[config.mk]
export PLATFORM = sky130hd
export DESIGN_NAME = tetris_cmd_scheduler
export DESIGN_NICKNAME = d
export VERILOG_FILES = /design/src/rtl/tetris_cmd_scheduler.sv
export SDC_FILE = /design/constraint.sdc
export NUM_CORES = 1
export LEC_CHECK = 0
export BUFFER_PORTS_ARGS = -buffer_cell sky130_fd_sc_hd__buf_2
export CORE_UTILIZATION = 35
export CTS_CLUSTER_DIAMETER = 40
export DETAILED_ROUTE_END_ITERATION = 8
export PLACE_DENSITY_LB_ADDON = 0.2
export SYNTH_ARGS = -nofsm -noshare
export SYNTH_HDL_FRONTEND = slang
export SYNTH_SLANG_ARGS = --single-unit
export TNS_END_PERCENT = 10
[constraint.sdc]
create_clock -name clk -period 5.4 [get_ports clk]
set_input_delay 0.27 -clock clk [delete_from_list [all_inputs] [get_ports clk]]
set_output_delay 0.27 -clock clk [all_outputs]
set_load 0.02 [all_outputs]
[src/rtl/tetris_cmd_scheduler.sv]
// Purpose: turns player buttons, gravity ticks and cleared rows into one command stream for the tetris grid engine.
// Latency: a command is offered two cycles after its triggering edge; back-to-back transfers can occur on consecutive cycles.
// Backpressure: cmd_valid/cmd_code hold until cmd_ready; an event that finds its flag already pending is dropped.
module tetris_cmd_scheduler #(
  parameter int unsigned GRAVITY_BASE    = 40_000_000,
  parameter int unsigned GRAVITY_STEP    = 3_000_000,
  parameter int unsigned GRAVITY_MIN     = 4_000_000,
  parameter int unsigned SOFT_PERIOD     = 2_000_000,
  parameter int unsigned DAS_DELAY       = 10_000_000,
  parameter int unsigned DAS_RATE        = 2_000_000,
  parameter int unsigned LINES_PER_LEVEL = 10
) (
  input  logic        clk,
  input  logic        reset_n,
  input  logic        btn_left,
  input  logic        btn_right,
  input  logic        btn_down,
  input  logic        btn_rotate,
  input  logic        btn_pause,
  input  logic        row_cleared,
  input  logic        game_over,
  input  logic        cmd_ready,
  output logic        cmd_valid,
  output logic [2:0]  cmd_code,
  output logic        paused,
  output logic [3:0]  level,
  output logic [7:0]  lines,
  output logic [25:0] gravity_period
);

  localparam logic [25:0] P_BASE      = 26'(GRAVITY_BASE);
  localparam logic [25:0] P_STEP      = 26'(GRAVITY_STEP);
  localparam logic [25:0] P_MIN       = 26'(GRAVITY_MIN);
  localparam logic [25:0] P_SOFT      = 26'(SOFT_PERIOD);
  localparam logic [25:0] P_DAS_DELAY = 26'(DAS_DELAY);
  localparam logic [25:0] P_DAS_RPT   = 26'(DAS_DELAY - DAS_RATE + 1);
  localparam logic [7:0]  P_LPL_LAST  = 8'(LINES_PER_LEVEL - 1);

  localparam logic [2:0] CMD_NONE    = 3'd0;
  localparam logic [2:0] CMD_LEFT    = 3'd1;
  localparam logic [2:0] CMD_RIGHT   = 3'd2;
  localparam logic [2:0] CMD_ROTATE  = 3'd3;
  localparam logic [2:0] CMD_GRAVITY = 3'd4;
  localparam logic [2:0] CMD_PAUSE   = 3'd5;
  localparam logic [2:0] CMD_RESUME  = 3'd6;

  typedef enum logic [1:0] {ST_RUN, ST_PAUSED, ST_OVER} state_t;

  state_t             state, state_nxt;
  logic               pause_take;
  logic [1:0]         lr_btn, lr_prev, lr_solo, lr_evt;
  logic [1:0][25:0]   das_cnt, das_nxt;
  logic               prev_rotate, prev_pause, prev_row;
  logic               pause_evt, rot_evt, row_evt, in_run;
  logic [25:0]        grav_cnt, grav_last, norm_period, norm_calc, level_dec;
  logic               grav_evt;
  logic               pend_pause, pend_grav, pend_rot, pend_left, pend_right;
  logic [2:0]         pause_code;
  logic               xfer, clr_pause, clr_grav, clr_rot, clr_left, clr_right;
  logic               win_vld;
  logic [2:0]         win_code;
  logic [7:0]         lvl_cnt;

  assign lr_btn    = {btn_right, btn_left};
  assign lr_solo   = lr_btn & ~{btn_left, btn_right};
  assign pause_evt = btn_pause & ~prev_pause;
  assign rot_evt   = btn_rotate & ~prev_rotate;
  assign row_evt   = row_cleared & ~prev_row;
  assign in_run    = (state == ST_RUN);
  assign paused    = (state == ST_PAUSED);

  // Input history for rising-edge detection; zero at reset so a held button counts as a press.
  always_ff @(posedge clk or negedge reset_n) begin
    if (!reset_n) begin
      lr_prev <= '0; prev_rotate <= 1'b0; prev_pause <= 1'b0; prev_row <= 1'b0;
    end else begin
      lr_prev <= lr_btn; prev_rotate <= btn_rotate; prev_pause <= btn_pause; prev_row <= row_cleared;
    end
  end

  // State register.
  always_ff @(posedge clk or negedge reset_n) begin
    if (!reset_n) state <= ST_RUN;
    else          state <= state_nxt;
  end

  // Next state; a pause press that finds the pause flag still pending is ignored entirely.
  always_comb begin
    state_nxt  = state;
    pause_take = 1'b0;
    case (state)
      ST_RUN, ST_PAUSED: begin
        pause_take = pause_evt & ~pend_pause & ~game_over;
        if (game_over)       state_nxt = ST_OVER;
        else if (pause_take) state_nxt = in_run ? ST_PAUSED : ST_RUN;
      end
      default: state_nxt = ST_OVER;
    endcase
  end

  // Auto-repeat per direction: press fires, then DAS_DELAY cycles later, then every DAS_RATE while held alone.
  always_comb begin
    das_nxt = '0;
    lr_evt  = '0;
    for (int i = 0; i < 2; i++) begin
      if (in_run && lr_solo[i]) begin
        if (!lr_prev[i]) begin
          das_nxt[i] = 26'd1;
          lr_evt[i]  = 1'b1;
        end else if (das_cnt[i] == P_DAS_DELAY) begin
          das_nxt[i] = P_DAS_RPT;
          lr_evt[i]  = 1'b1;
        end else begin
          das_nxt[i] = das_cnt[i] + 26'd1;
        end
      end
    end
  end

  // DAS counters.
  always_ff @(posedge clk or negedge reset_n) begin
    if (!reset_n) das_cnt <= '0;
    else          das_cnt <= das_nxt;
  end

  // Soft drop overrides the level-derived period.
  assign gravity_period = btn_down ? P_SOFT : norm_period;
  assign grav_last      = gravity_period - 26'd1;
  assign grav_evt       = in_run && (grav_cnt == grav_last);

  // Gravity counter: runs only in RUN, frozen otherwise, clamped when the period shrinks below it.
  always_ff @(posedge clk or negedge reset_n) begin
    if (!reset_n) grav_cnt <= '0;
    else if (in_run) begin
      if (grav_cnt > grav_last)       grav_cnt <= grav_last;
      else if (grav_cnt == grav_last) grav_cnt <= '0;
      else                            grav_cnt <= grav_cnt + 26'd1;
    end
  end

  assign xfer      = cmd_valid & cmd_ready;
  assign clr_pause = xfer && (cmd_code == CMD_PAUSE || cmd_code == CMD_RESUME);
  assign clr_grav  = xfer && (cmd_code == CMD_GRAVITY);
  assign clr_rot   = xfer && (cmd_code == CMD_ROTATE);
  assign clr_left  = xfer && (cmd_code == CMD_LEFT);
  assign clr_right = xfer && (cmd_code == CMD_RIGHT);

  // Pending flags: set by their event only when clear, cleared only by the transfer carrying them.
  always_ff @(posedge clk or negedge reset_n) begin
    if (!reset_n) begin
      pend_pause <= 1'b0; pend_grav <= 1'b0; pend_rot <= 1'b0;
      pend_left  <= 1'b0; pend_right <= 1'b0; pause_code <= CMD_PAUSE;
    end else if (state_nxt == ST_OVER) begin
      pend_pause <= 1'b0; pend_grav <= 1'b0; pend_rot <= 1'b0;
      pend_left  <= 1'b0; pend_right <= 1'b0;
    end else begin
      pend_pause <= pend_pause ? ~clr_pause : pause_take;
      if (pause_take) pause_code <= in_run ? CMD_PAUSE : CMD_RESUME;
      pend_grav  <= pend_grav  ? ~clr_grav  : grav_evt;
      pend_rot   <= pend_rot   ? ~clr_rot   : (in_run & rot_evt);
      pend_left  <= pend_left  ? ~clr_left  : lr_evt[0];
      pend_right <= pend_right ? ~clr_right : lr_evt[1];
    end
  end

  // Fixed-priority winner among flags still pending after this cycle's transfer; outside RUN only pause/resume.
  always_comb begin
    win_vld  = 1'b1;
    win_code = CMD_NONE;
    if (pend_pause && !clr_pause)       win_code = pause_code;
    else if (state_nxt != ST_RUN)       win_vld  = 1'b0;
    else if (pend_grav && !clr_grav)    win_code = CMD_GRAVITY;
    else if (pend_rot && !clr_rot)      win_code = CMD_ROTATE;
    else if (pend_left && !clr_left)    win_code = CMD_LEFT;
    else if (pend_right && !clr_right)  win_code = CMD_RIGHT;
    else                                win_vld  = 1'b0;
  end

  // Command register: loads only when empty or transferring, so a stalled offer never changes.
  always_ff @(posedge clk or negedge reset_n) begin
    if (!reset_n) begin
      cmd_valid <= 1'b0; cmd_code <= CMD_NONE;
    end else if (state_nxt == ST_OVER) begin
      cmd_valid <= 1'b0; cmd_code <= CMD_NONE;
    end else if (!cmd_valid || cmd_ready) begin
      cmd_valid <= win_vld; cmd_code <= win_code;
    end
  end

  // Rows cleared and level, both saturating; lvl_cnt is the modulo counter within a level.
  always_ff @(posedge clk or negedge reset_n) begin
    if (!reset_n) begin
      lines <= '0; level <= '0; lvl_cnt <= '0;
    end else if (row_evt) begin
      if (lines != 8'hFF) lines <= lines + 8'd1;
      if (lvl_cnt == P_LPL_LAST) begin
        lvl_cnt <= '0;
        if (level != 4'hF) level <= level + 4'd1;
      end else begin
        lvl_cnt <= lvl_cnt + 8'd1;
      end
    end
  end

  // Level-derived period with an underflow-safe floor.
  always_comb begin
    level_dec = 26'(level) * P_STEP;
    norm_calc = P_MIN;
    if (P_BASE > level_dec && (P_BASE - level_dec) > P_MIN) norm_calc = P_BASE - level_dec;
  end

  // Registered normal period, one cycle behind level.
  always_ff @(posedge clk or negedge reset_n) begin
    if (!reset_n) norm_period <= P_BASE;
    else          norm_period <= norm_calc;
  end

endmodule

==> flow_summary.toml <==
[worst_setup_path]
crit_type = "flop to flop"
crit_arrival_ns = 5.15
r2r_end = "grav_cnt[15]"
rr_startpoint = "norm_period[8]"
cp-end-kind = "flop"
crit_fanout = 7
r2r_slack_ns = 0.53
worstPathRequired_ns = 5.68
start_kind = "flop"
crit_start = "norm_period[8]"
ff2ff_path_depth = 12

[floorplan]
start_util_pct = 35.94
die_w_um = 163.5
core-area_sq_um = 25400
die_area_sq_um = 26730
die_height_um = 163.5
rows = 58
num_io_pins = 53

[worst_hold_path]
holdPathStages = 1
hold_path_class = "primary input to flop"
holdPathEnd = "lr_prev[1]"
hp-start = "btn_right"

[synthesis]
yosysTopAreaCellShare_pct = 34.82
yosysTopAreaCell = "dfrtp_1"
ys_top_cells_by_area = "dfrtp_1 (35%), ha_1 (7.8%), xnor2_1 (6.8%)"
synth_cell_types = 73
synthArstFlopShare_pct = 100.0
synth_seq_area_share_pct = 37.41
ys_ff_latch = 136
ys_warn_count = 0
synth.cell_area_sq_um = 9128
synth-edff-count = 0
synth_ff_type = "dfrtp_1"
synthCells = 1013
avgSynthCellArea_sq_um = 9.010

[timing]
finalSetupTns_ns = 0
finalCritPeriodShare_pct = 90.24
skew_ns = 0.01486
max_freq_mhz = 205.2
grt_setup_unrepaired = "no"
layout_min_cycle_time_ns = 4.873
whs_ns = 0.02137
hold_viol_final = 0
max_slew_margin_pct = 44.61
maxSlewViolCount = 0
setup_violations = 0
worst_pin_slew_ns = 0.8201

[placed_design]
dp_hpwl_um = 16510
place_inst = 1376
port-buffer-count = 46
place_congestion = 0.8698

[clock_network]
htree_levels = 4
cts-root-buf = "clkbuf_16"
cts_tree = "done"
cts_buffer_depth = 2
cts_made_buffers = 17
clock_sinks = 136
clk_latency_ns = 0.41
clk_pin_slew_ns = 0.06

[final_layout]
layout_commonest_cell = "dfrtp_1"
drive_gt1_share_pct = 13.11
finalNonFillerCells = 1414
multi_input_area_sq_um = 5419
ff_latch_area_sq_um = 3415
num-nets-final = 1139
area_growth_pct = 13.87
fillerInstances = 2615
layout_common_cells = "dfrtp_1 (127), nor2_1 (96), xnor2_1 (71)"

[grt]
grt_max_degree = 89
grt_pass1_wl_um = 37330
overflow = 0
antenna_found_initial = 1
grt_pass1_vias = 7300
grt.total_usage_pct = 17.30

[detailed_routing]
dr.pass1.iters = 5
met1_length_um = 10660
dr.max_layer_used = "met4"
dr_total_vias = 7385
drtIter0Drc = 415
wirelength_um = 21860
avgRoutedWirePerCell_um = 15.46
drc = 0
routed-wl-met3_um = 474
ant_nets = 0
viasPerCell = 5.223
dr_wl_met2_um = 10340

[run]
max_cap_viol_count = 0

[run_status]
outcome = "finished clean"
timing repair:
action / in CTS / in global routing
buffers inserted: 0 / 1
gates resized for setup: 0 / 3
setup endpoints to repair: 0 / 2
endpoints found under the hold margin: 82 / 0
hold buffers: 4 / 0
Yosys cell counts (7+ instances only):
master,count
nand2_1,68
a21o_1,19
nor3b_1,7
a211oi_1,15
dfrtp_1,127
inv_1,45
dfstp_2,9
and3_1,22
mux2_2,9
and2_1,8
nand2b_1,18
or3_1,14
nor3_1,24
or2_2,8
nor2b_1,23
clkbuf_1,24
xor2_1,40
ha_1,57
o21ai_0,46
nand4_1,26
nor4b_1,7
buf_4,7
nor4_1,13
o311ai_0,8
xnor2_1,71
o211ai_1,9
nand3_1,40
nor2_1,96
a21oi_1,60
worst max-delay path, stage by stage (launching register included):
cell      delay [ns]
dfrtp_1         0.41
or4_4           0.55
or3_4           0.35
or4b_4          0.52
or3b_4          0.43
or4b_4          0.50
xor2_1          0.24
ha_1            0.29
a21o_1          0.18
a21o_1          0.17
a221o_1         0.39
or2_2           0.35
o311ai_0        0.35
state kept, by name (all words and copies together) (netlist names), 3 cells and up:
signal and flops:
level 4, das_cnt 52, norm_period 20, grav_cnt 26
lines 8, lvl_cnt 8, cmd_code 3
cell type report:
type | instances | share of cell area (%)
well taps | 330 | 3.973
repair buffers | 67 | 3.888
clock inverters | 13 | 1.144
flip-flops and latches | 136 | 32.85
diodes | 1 | 0.02408
inverters | 45 | 1.625
clock buffers | 19 | 4.358
multi-input cells | 803 | 52.14
per-stage QoR:
stage	area [sq um]	setup slack, ns	util [%]
3_5_place_dp	9759	0.2147	38.42
3_3_place_gp	9759	0.5139	38.42
2_1_floorplan	9146	0.7078	-
6_report	10390	0.5273	40.92
5_1_grt	10390	0.1007	40.91
4_1_cts	10370	0.1938	40.83
metal layers:
| layer | GRT usage (%) | up-vias |
|---|---|---|
| li1 | - | 3729 |
| met4 | 4.756 | 0 |
| met3 | 2.793 | 24 |
| met2 | 28.79 | 96 |
| met1 | 23.10 | 3536 |
| met5 | 0 | - |
how the worst max path moves through the flow:
stage / to / slack (ns) / cells after the start
after floorplan: grav_cnt[4] / 0.71 / 15
after global placement: grav_cnt[15] / 0.51 / 12
after detailed placement: norm_period[13] / 0.21 / 16
after CTS: norm_period[13] / 0.19 / 16
after global routing: norm_period[8] / 0.10 / 17
final: grav_cnt[15] / 0.53 / 12
cells by family after synthesis:
logic type               count (synthesis)  synth area share (%)
flip-flops                             136                 37.41
buffers and inverters                   79                 3.564
AO/OA/AOI/OAI                          214                 15.33
AND/OR/NAND/NOR                        399                 23.04
adder cells (fa/ha/maj)                 59                 8.252
XOR/XNOR                               111                 10.65
multiplexers                            14                 1.714
other                                    1               0.04108
Power is not shown: default switching activity piles up to over one toggle a cycle in this logic, so the estimate is an artifact.
